## src/rtl/muldiv_sequencer.sv

```systemverilog
// Multi-cycle MULT/MULTU/DIV/DIVU sequencer owning the HI/LO registers.
// One shared 64-bit shift/add-subtract datapath, 32 iterations per operation.
module muldiv_sequencer (
    input  logic        clk,
    input  logic        reset,
    input  logic        start,
    input  logic [1:0]  op,
    input  logic [31:0] a,
    input  logic [31:0] b,
    input  logic        flush,
    input  logic        hi_we,
    input  logic        lo_we,
    input  logic [31:0] wdata,
    output logic        busy,
    output logic        done,
    output logic [31:0] hi,
    output logic [31:0] lo
);

    localparam int unsigned W     = 32;
    localparam int unsigned CNT_W = 5;

    typedef enum logic [2:0] {
        S_IDLE, S_PREP, S_RUN, S_FIX, S_DONE
    } state_t;

    state_t             state, state_nx;
    logic [1:0]         op_r;
    logic [W-1:0]       a_r, b_r, mag_a, mag_b;
    logic               neg_res, neg_rem;
    logic [2*W-1:0]     acc;
    logic [CNT_W-1:0]   cnt;

    logic accept_c, load_c, prep_c, run_c, commit_c, busy_nx, done_nx;

    // State register
    always_ff @(posedge clk or posedge reset) begin
        if (reset) state <= S_IDLE;
        else       state <= state_nx;
    end

    // Next-state logic; flush cancels anything in flight, including FIX
    always_comb begin
        state_nx = state;
        case (state)
            S_IDLE: if (start) state_nx = S_PREP;
            S_PREP: state_nx = flush ? S_IDLE : S_RUN;
            S_RUN: begin
                if (flush)                    state_nx = S_IDLE;
                else if (cnt == CNT_W'(0))    state_nx = S_FIX;
            end
            S_FIX:  state_nx = flush ? S_IDLE : S_DONE;
            S_DONE: state_nx = start ? S_PREP : S_IDLE;
            default: state_nx = S_IDLE;
        endcase
    end

    // Output / control decode
    always_comb begin
        accept_c = (state == S_IDLE) || (state == S_DONE);
        load_c   = accept_c && start;
        prep_c   = (state == S_PREP);
        run_c    = (state == S_RUN);
        commit_c = (state == S_FIX) && !flush;
        busy_nx  = (state_nx == S_PREP) || (state_nx == S_RUN) || (state_nx == S_FIX);
        done_nx  = (state_nx == S_DONE);
    end

    always_ff @(posedge clk or posedge reset) begin
        if (reset) begin
            busy <= 1'b0;
            done <= 1'b0;
        end else begin
            busy <= busy_nx;
            done <= done_nx;
        end
    end

    // Operand magnitudes and result signs from the latched operands
    logic         signed_op, a_neg, b_neg, is_div, div_zero;
    logic [W-1:0] mag_a_c, mag_b_c;

    always_comb begin
        signed_op = ~op_r[0];
        is_div    = op_r[1];
        a_neg     = signed_op & a_r[W-1];
        b_neg     = signed_op & b_r[W-1];
        mag_a_c   = a_neg ? W'(-a_r) : a_r;
        mag_b_c   = b_neg ? W'(-b_r) : b_r;
        div_zero  = (b_r == W'(0));
    end

    // One iteration: shift-add for multiply, restoring step for divide
    logic [W:0]     mul_sum;
    logic           div_ok;
    logic [W-1:0]   div_diff;
    logic [2*W-1:0] step_c;

    always_comb begin
        mul_sum  = {1'b0, acc[2*W-1:W]} + (acc[0] ? {1'b0, mag_a} : (W+1)'(0));
        div_ok   = acc[2*W-1:W-1] >= {1'b0, mag_b};
        div_diff = acc[2*W-2:W-1] - mag_b;
        if (is_div)
            step_c = div_ok ? {div_diff, acc[W-2:0], 1'b1} : {acc[2*W-2:0], 1'b0};
        else
            step_c = {mul_sum, acc[W-1:1]};
    end

    // Sign correction of the finished accumulator
    logic [2*W-1:0] prod_c;
    logic [W-1:0]   fix_hi, fix_lo;

    always_comb begin
        prod_c = neg_res ? (2*W)'(-acc) : acc;
        if (is_div && div_zero) begin
            fix_hi = a_r;
            fix_lo = '1;
        end else if (is_div) begin
            fix_lo = neg_res ? W'(-acc[W-1:0]) : acc[W-1:0];
            fix_hi = neg_rem ? W'(-acc[2*W-1:W]) : acc[2*W-1:W];
        end else begin
            fix_hi = prod_c[2*W-1:W];
            fix_lo = prod_c[W-1:0];
        end
    end

    // Working registers and architectural HI/LO
    always_ff @(posedge clk or posedge reset) begin
        if (reset) begin
            op_r    <= '0;
            a_r     <= '0;
            b_r     <= '0;
            mag_a   <= '0;
            mag_b   <= '0;
            neg_res <= 1'b0;
            neg_rem <= 1'b0;
            acc     <= '0;
            cnt     <= '0;
            hi      <= '0;
            lo      <= '0;
        end else begin
            if (load_c) begin
                op_r <= op;
                a_r  <= a;
                b_r  <= b;
            end
            if (prep_c) begin
                mag_a   <= mag_a_c;
                mag_b   <= mag_b_c;
                neg_res <= a_neg ^ b_neg;
                neg_rem <= a_neg;
                acc     <= {W'(0), is_div ? mag_a_c : mag_b_c};
                cnt     <= CNT_W'(31);
            end
            if (run_c) begin
                acc <= step_c;
                cnt <= CNT_W'(cnt - CNT_W'(1));
            end
            if (commit_c) begin
                hi <= fix_hi;
                lo <= fix_lo;
            end else if (accept_c) begin
                if (hi_we) hi <= wdata;
                if (lo_we) lo <= wdata;
            end
        end
    end

endmodule

```

## config.mk

```make
export PLATFORM = sky130hd
export DESIGN_NAME = muldiv_sequencer
export DESIGN_NICKNAME = d
export VERILOG_FILES = /design/src/rtl/muldiv_sequencer.sv
export SDC_FILE = /design/constraint.sdc
export NUM_CORES = 1
export LEC_CHECK = 0
export ABC_CLOCK_PERIOD_IN_PS = 11800
export CORE_MARGIN = 3
export CORE_UTILIZATION = 33
export DETAILED_ROUTE_END_ITERATION = 10
export HOLD_SLACK_MARGIN = 0.02
export MAX_ROUTING_LAYER = met4
export PLACE_DENSITY = 0.57
export SLEW_MARGIN = 10
export SYNTH_ARGS = -nofsm -noshare
export SYNTH_HDL_FRONTEND = slang
export SYNTH_SLANG_ARGS = --single-unit
export TNS_END_PERCENT = 30
```

## constraint.sdc

```tcl
create_clock -name clk -period 11.8 [get_ports clk]
set_input_delay 2.36 -clock clk [delete_from_list [all_inputs] [get_ports clk]]
set_output_delay 2.36 -clock clk [all_outputs]
set_load 0.01 [all_outputs]
```

### Yosys cells after proc, flatten, opt, wreduce, memory -nomap -nowiden

Cells that the tools add are included.

| word-level totals | value |
|---|---|
| bits in registers | 270 |
| input bits | 104 |

| operators by class | value |
|---|---|
| add/subtract/negate cells | 8 |
| magnitude comparators | 1 |
| eq/ne operators | 8 |
| mux-type cells | 30 |
| bitwise operators | 4 |
| reduce and logical (&&, ||, !) cells | 16 |

Operators with widths:

| cell | count |
|---|---|
| 2-to-1 mux 32 bit | 16 |
| 2-to-1 mux 64 bit | 5 |
| negator 32 bit | 4 |
| negator 64 bit | 1 |
| adder 32 x 32 -> 33 bit | 1 |
| greater-or-equal comparator 33 x 32 -> 1 bit | 1 |
| logical NOT 32 bit | 1 |
| subtractor 32 bit | 1 |
| case mux 3 bit (5 select lines) | 1 |
| equality test 3 x 2 -> 1 bit (second input constant) | 4 |
| 2-to-1 mux 3 bit | 4 |
| 2-to-1 mux 5 bit | 2 |
| nonzero test 2 bit | 4 |
| equality test 3 x 1 -> 1 bit (second input constant) | 2 |
| equality test 3 bit (second input constant) | 2 |
| logical NOT 5 bit | 1 |
| subtractor 5 x 1 -> 5 bit (second input constant) | 1 |
| AND reduction 2 bit | 2 |
| logical AND 1 bit | 3 |
| logical NOT 3 bit | 1 |
| logical OR 1 bit | 3 |
| bitwise AND 1 bit | 2 |
| 2-to-1 mux 2 bit | 1 |
| logical NOT 1 bit | 1 |
| 3 further kinds | 3 |

### Logic depth before layout (Yosys ltp)

Gate-level depths: netlist (run 1).

| logic depth | value |
|---|---|
| depth in word-level cells | 7 |
| gate-level depth with buffers | 16 |

### Worst setup path before layout (run 1)

Ideal clock, no wire load.

| timing path | value |
|---|---|
| kind | in2reg |
| from | input flush |
| to | register lo[15] |
| library setup time | 0.143 ns |
| arrival time | 3.489 ns |
| data required time | 11.657 ns |
| slack | 8.167 ns |
| cell stages on the path | 5 |
| path buffers | 2 |
| cells stage by stage | nand4bb_1 clkbuf_1 nor2_1 clkbuf_1 a22oi_1 |

| between the ends | value |
|---|---|
| longest elaborated chain between the ends | 4 |
| elaborated cells on any way between the ends | 6 |

RTL lines:

| item | RTL line | text |
|---|---|---|
| start, declared | 10 | `input logic flush,` |
| logical NOT 1 bit (*) | 64 | `commit_c = (state == S_FIX) && !flush;` |
| logical AND 1 bit (*) | 64 |  |
| nonzero test 2 bit (no line) | -- |  |
| AND reduction 2 bit (no line) | -- |  |
| end signal, assigned | 161 | `lo <= fix_lo;` |
| end signal, assigned | 164 | `if (lo_we) lo <= wdata;` |
| end, declared | 17 | `output logic [31:0] lo` |

Every way passes the cells marked *; elsewhere a longest branch is shown, timed or not.
A chain may end at the register's enable or synchronous reset.

==> flow_metrics.py, run 1 <==
metrics = {
    "logic_synthesis": {
        "yosys_warnings": 0,
        "yosys.area.top_type_share_pct": 37.0,
        "synth-edff-count": 0,
        "synth_cell_type_count": 89,
        "syn_avg_cell_area_um2": 8.71,
        "synth_top_area_cell": "dfrtp_1",
        "synth_area_leaders": "dfrtp_1, nand2_1, o21ai_0",
        "synthCells": 2094,
        "synthArstFlopShare_pct": 100,
        "synth-main-ff-cell": "dfrtp_1",
        "ys_ff_latch": 270,
        "synthesis.area_um2": 18200,
        "seq_area_frac_synth_pct": 37.0,
        "synth_nets": 2270,
    },
    "sta": {
        "hold_viol_final": 0,
        "setup_tns_ns": 0,
        "slew_viol_final": 0,
        "worstMarginPinSlew_ns": 1.31,
        "skew_ns": 0.0156,
        "max_freq_mhz": 209,
        "relSlewSlack_pct": 12.7,
        "setup_viol": 0,
        "fin_crit_sh_pct": 40.6,
        "rsz0062_at_grt": "no",
        "period_minus_slack_ns": 4.79,
    },
    "final_layout": {
        "layout_commonest_cell": "nand2_1",
        "layout_common_cells": "nand2_1, dfrtp_1, o21ai_0",
        "nFillCells": 5512,
        "diodes": 0,
        "layout-drive-gt1-share_pct": 7.99,
        "final_nets": 2361,
        "multi_input_area_um2": 10700,
        "areaGrowthSynthToFinish_pct": 17.4,
        "regArea_um2": 6760,
        "final_cells": 2899,
    },
    "pwr": {
        "finalPower_uw": 5340,
        "ir_drop_mv": 0.124,
        "leakagePower_uw": 0.00915,
        "pwr_density_cell_nw_per_um2": 249,
    },
    "floorplanning": {
        "rows": 85,
        "fp.dieH_um": 241,
        "top_level_ports": 170,
        "initial_utilization_pct": 33.6,
        "core_area_um2": 54200,
        "die_w_um": 241,
        "die-area_um2": 58100,
    },
    "routing": {
        "drt-pass1-iter-count": 8,
        "wl_per_cell_um": 22.6,
        "drt_iter0_markers": 1477,
        "ant_nets": 0,
        "route.vias.total": 16500,
        "drt_drc_violations_left": 0,
        "finalWirelength_um": 65600,
        "vias_per_cell": 5.69,
    },
    "placement": {
        "gp_congestion": 0.965,
        "port_buffers": 169,
        "dpl.cell_count": 2848,
        "post-dp-hpwl_um": 49700,
    },
    "clock_network": {
        "cts-buffers-inserted": 31,
        "clock_path_buffers": 3,
        "clk-insertion-delay-late_ns": 0.58,
        "cts_tree": "yes",
        "post_cts_buffers": 0,
        "clkSinkCount": 270,
        "root_buffer": "clkbuf_16",
        "cts_max_level": 1,
        "cts_hold_buf": 0,
        "clk_pin_slew_ns": 0.06,
        "ctsResizeCount": 0,
    },
    "job": {
        "drv_cap": 0,
    },
    "setup_path": {
        "startpoint_type": "input pin",
        "required_ns": 12.26,
        "reg2reg_slack_ns": 7.33,
        "r2r-end": "acc[50]$_DFFE_PP0P_",
        "critical_path_peak_fanout": 135,
        "r2r_start": "acc[38]$_DFFE_PP0P_",
        "crit_arrival_ns": 5.25,
        "critical_path_class": "in2async",
        "end_kind": "asynchronous set/reset pin",
        "rr_worst_depth": 13,
        "cp-startpoint": "reset",
    },
    "worst_hold_path": {
        "hold_path_class": "reg2reg",
        "hold_depth": 2,
        "min_to": "mag_a[2]$_DFFE_PP0N_",
        "hp-start": "mag_a[2]$_DFFE_PP0N_",
    },
    "global_routing": {
        "grt_pass1_wl_um": 98700,
        "antenna_found_initial": 2,
        "grt_pass1_vias": 15700,
        "grt-ovfl-total": 0,
        "grtUsageTotal_pct": 22.6,
        "grt_max_degree": 136,
    },
    "status": {
        "outcome": "completed",
    },
}
==> power breakdown <==
part / switching [uW] / leakage (uW) / internal, uW / total [uW]
Combinational: 1620 / 0.00537 / 1100 / 2730
Sequential: 400 / 0.00331 / 1240 / 1640
Clock: 410 / 0.000477 / 566 / 977
Total: 2430 / 0.00915 / 2910 / 5340
==> registers in the layout, summed over array words and instances, names as in the netlist, 2 cells and up <==
register  cells
op_r          2
acc          64
lo           32
mag_a        32
cnt           5
hi           32
state         3
b_r          32
a_r          32
mag_b        32
==> worst max-delay path by stage <==
stage                               end  cells after the start  slack (ns)
global route        op_r[1]$_DFFE_PP0P_                      4        6.48
global placement    op_r[1]$_DFFE_PP0P_                      4        6.20
CTS                 op_r[1]$_DFFE_PP0P_                      4        6.76
floorplan            a_r[0]$_DFFE_PP0P_                      1        2.00
finish              op_r[1]$_DFFE_PP0P_                      4        7.01
detailed placement  op_r[1]$_DFFE_PP0P_                      4        6.17
==> layer usage <==
layer  wire length, um  share of wire, %  vias up  track usage (%)
li1                  -                 -     7670                -
met1             30500                46     8176             32.4
met2             29300                45      575             34.0
met3              4450               6.8       73             3.54
met4              1430               2.2        0             4.62
met5                 0                 0        -                -
==> kinds of logic after synthesis <==
logic type	after synthesis	share of synthesized area (%)
xor gates and xnor gates	178	8.55
muxes	129	7.50
and+or+nand+nor	670	17.3
AOI/OAI and AO/OA	577	19.9
DFF	270	37.0
buffers and inverters	198	4.64
adders and majority gates	72	5.02
==> worst max-delay path, cell delays in order <==
cell,delay [ns]
clkdlybuf4s50_1,0.49
inv_8,0.61
buf_4,0.82
buf_4,0.85
==> Yosys cell counts (14+ instances only) <==
| cell type | instances |
|---|---|
| nor4_1 | 19 |
| dfrtp_1 | 270 |
| a22oi_1 | 27 |
| a21o_1 | 26 |
| nand2b_1 | 14 |
| clkbuf_1 | 102 |
| or3_1 | 14 |
| a21oi_1 | 117 |
| nor3_1 | 42 |
| ha_1 | 70 |
| o221ai_1 | 42 |
| inv_1 | 68 |
| and2_1 | 41 |
| o21ai_0 | 196 |
| nand3_1 | 27 |
| mux2_2 | 61 |
| nor2b_1 | 17 |
| xnor2_1 | 87 |
| nor2_1 | 129 |
| nand2_1 | 299 |
| mux2i_1 | 68 |
| o31ai_1 | 26 |
| a31oi_1 | 41 |
| xor2_1 | 91 |
| a211oi_1 | 19 |
==> per-stage QoR <==
stage / util, % / area, um^2 / worst slack, ns / hold WS [ns]
6_report: 39.5 / 21400 / 7.01 / 0.470
5_1_grt: 39.5 / 21400 / 6.48 / 0.501
4_1_cts: 39.5 / 21400 / 6.76 / 0.473
3_5_place_dp: 37.6 / 20400 / 6.17 / 0.458
3_3_place_gp: 37.6 / 20400 / 6.20 / 0.457
2_1_floorplan: - / 18200 / 2.00 / 0.438
==> cell type report <==
cell class                      count  share of cell area (%)
Clock buffer                       38                    3.93
Clock inverter                     13                   0.730
Inverter                           69                    1.24
Multi-Input combinational cell   1626                    49.9
Sequential cell                   270                    31.6
Tap cell                          696                    4.07
Timing Repair Buffer              187                    8.53
No activity file was read; power rests on OpenSTA's default activity.
==> run 2, diff against run 1 <==
- ABC_CLOCK_PERIOD_IN_PS: 11800 -> 4500
- clock period: 11.8 -> 4.5 ns (I/O delays scaled with it)
==> run 2 against run 1 <==
  * Final cell count is 1.6% higher
  * Non-clock buffer count is 33 higher
  * Total power grew to 2.7 times the previous value
  * Worst setup slack worse by 6.7 ns
  * Critical path depth is 11 higher
  * Clock-buffer cell count is 8 higher
==> flow_metrics.py, run 2 (synthesized netlist as in run 1, its figures left out) <==
metrics = {
    "status": {
        "outcome": "completed",
    },
    "floorplanning": {
        "rows": 85,
        "top_level_ports": 170,
        "die_w_um": 241,
        "core_area_um2": 54200,
        "die-area_um2": 58100,
        "fp.dieH_um": 241,
        "initial_utilization_pct": 33.6,
    },
    "pwr": {
        "ir_drop_mv": 0.314,
        "pwr_density_cell_nw_per_um2": 659,
        "p_sw_share_pct": 45.4,
        "netSwitchingPower_uw": 6540,
        "power.internal_uw": 7860,
        "pwr-share-seq_pct": 29.6,
        "clkPwrFrac_pct": 19.7,
        "comb_power_share_pct": 50.7,
        "leakagePower_uw": 0.00943,
    },
    "final_layout": {
        "layout_common_cells": "nand2_1, dfrtp_1, o21ai_0",
        "layout-drive-gt1-share_pct": 9.78,
        "regArea_um2": 6760,
        "diodes": 0,
        "largest_register_ffs": 64,
        "nFillCells": 5488,
        "regMostFlops": "acc",
        "multi_input_area_um2": 10700,
        "final_nets": 2398,
        "layout_commonest_cell": "nand2_1",
        "areaGrowthSynthToFinish_pct": 19.8,
    },
    "sta": {
        "setup_ws_ns": 0.317,
        "setup_tns_ns": 0,
        "hold_viol_final": 0,
        "fin_crit_sh_pct": 93.0,
        "max_freq_mhz": 239,
        "setup_viol": 0,
        "rsz0062_at_grt": "no",
        "slew_viol_final": 0,
        "worstMarginPinSlew_ns": 1.18,
        "skew_ns": 0.0285,
        "relSlewSlack_pct": 20.9,
        "period_minus_slack_ns": 4.18,
    },
    "placement": {
        "post-dp-hpwl_um": 51200,
        "port_buffers": 169,
        "gp_congestion": 0.927,
        "place_ws_ns": 0.456,
    },
    "clock_network": {
        "cts_max_level": 2,
        "root_buffer": "clkbuf_16",
        "cts_hold_buf": 0,
        "clk_pin_slew_ns": 0.06,
        "cts-buffers-inserted": 35,
        "post_cts_buffers": 0,
        "clk-insertion-delay-late_ns": 0.56,
        "cts_tree": "yes",
        "clkSinkCount": 270,
        "ctsResizeCount": 0,
        "clock_path_buffers": 3,
    },
    "setup_path": {
        "slowest_stage": "a221oi_1",
        "startpoint_type": "flip-flop",
        "rr_worst_depth": 15,
        "crit_arrival_ns": 4.59,
        "max_stage_delay_ns": 0.58,
        "critical_path_peak_fanout": 5,
        "required_ns": 4.91,
        "end_kind": "flip-flop",
        "critical_path_class": "reg2reg",
        "crit_chain": "inv_1 -> ha_1 -> inv_1 -> fa_1 -> a21o_1 -> a221oi_1 -> o22ai_1 -> o211ai_1 -> o211ai_1 -> a31o_2 -> o21a_1 -> or3_1 -> a31oi_1 -> a2bb2oi_1 -> o31ai_1",
        "reg2reg_slack_ns": 0.32,
    },
    "global_routing": {
        "gr-usage-met1_pct": 33.5,
        "grtUsageTotal_pct": 23.5,
        "busiest_layer": "met2",
        "met3_usage_pct": 3.65,
        "grt_max_degree": 95,
        "use_met2_pct": 33.8,
        "grt_pass1_wl_um": 101000,
        "grt_pass1_vias": 16200,
        "antenna_found_initial": 0,
        "grt-ovfl-total": 0,
    },
    "worst_hold_path": {
        "hold_depth": 2,
        "hold_path_class": "reg2reg",
    },
    "routing": {
        "vias_per_cell": 5.64,
        "drt-pass1-iter-count": 5,
        "ant_nets": 0,
        "drt_iter0_markers": 1366,
        "route.vias.total": 16600,
        "wl_per_cell_um": 22.9,
        "finalWirelength_um": 67400,
        "drt_drc_violations_left": 0,
    },
    "job": {
        "drv_cap": 0,
    },
}
[run 2: cell count changes in the layout (fill, tap and decap cells not counted), sizes merged]
cell / before / now
clkinvlp: 5 / 2
buf: 18 / 51
clkinv: 6 / 15
inv: 68 / 69
clkbuf: 38 / 46
bufinv: 3 / 1
[run 2: critical path: cells and delay by family, from the launching register on]
kind,cells,cell delay (ns)
compound gates,10,2.56
buf+inv,2,0.17
flops,1,0.42
simple gates,1,0.30
fa+ha+maj,2,0.59
[run 2: path summary, 6_finish.rpt]
kind / from / end
setup reg to reg: acc[31]$_DFFE_PP0P_ / acc[62]$_DFFE_PP0P_
hold / removal: mag_a[2]$_DFFE_PP0N_ / mag_a[2]$_DFFE_PP0N_
setup / recovery: acc[31]$_DFFE_PP0P_ / acc[62]$_DFFE_PP0P_
max in group asynchronous: reset / mag_b[17]$_DFFE_PP0N_
min in group asynchronous: reset / hi[22]$_DFFE_PP0P_
hold reg to reg: mag_a[2]$_DFFE_PP0N_ / mag_a[2]$_DFFE_PP0N_
[run 2: power by group through the flow]
stage	registers [uW]	logic, uW	clock network, uW
final	4270	7300	2840
after global routing	4390	7990	2980
after CTS	4250	7240	2890
after detailed placement	4290	7200	0
after global placement	4250	7170	0
after floorplan	3920	4980	0
[run 2: per-stage QoR]
stage / hold WS (ns) / util [%] / power [uW] / std cells / area, um^2
floorplan: 0.438 / - / 8900 / 2094 / 18200
global placement: 0.458 / 38.2 / 11400 / 2881 / 20700
detailed placement: 0.459 / 38.2 / 11500 / 2881 / 20700
CTS: 0.472 / 40.3 / 14400 / 2945 / 21800
global route: 0.497 / 40.3 / 15400 / 2945 / 21800
finish: 0.468 / 40.3 / 14400 / 2945 / 21800
[run 2: final cells by class]
| type | instances | area share [%] |
|---|---|---|
| repair buffers | 220 | 9.72 |
| well taps | 696 | 3.99 |
| flip-flops and latches | 270 | 30.9 |
| clock buffers | 46 | 4.57 |
| multi-input cells | 1626 | 48.9 |
| inverters | 69 | 1.20 |
| clock inverters | 18 | 0.659 |
[run 2: layer usage]
| metal | wire, um | part of all wire, % | vias up |
|---|---|---|---|
| met2 | 29000 | 43 | 588 |
| met1 | 31800 | 47 | 8169 |
| met3 | 4250 | 6.3 | 122 |
| li1 | - | - | 7740 |
| met5 | 0 | 0 | - |
| met4 | 2350 | 3.5 | 0 |
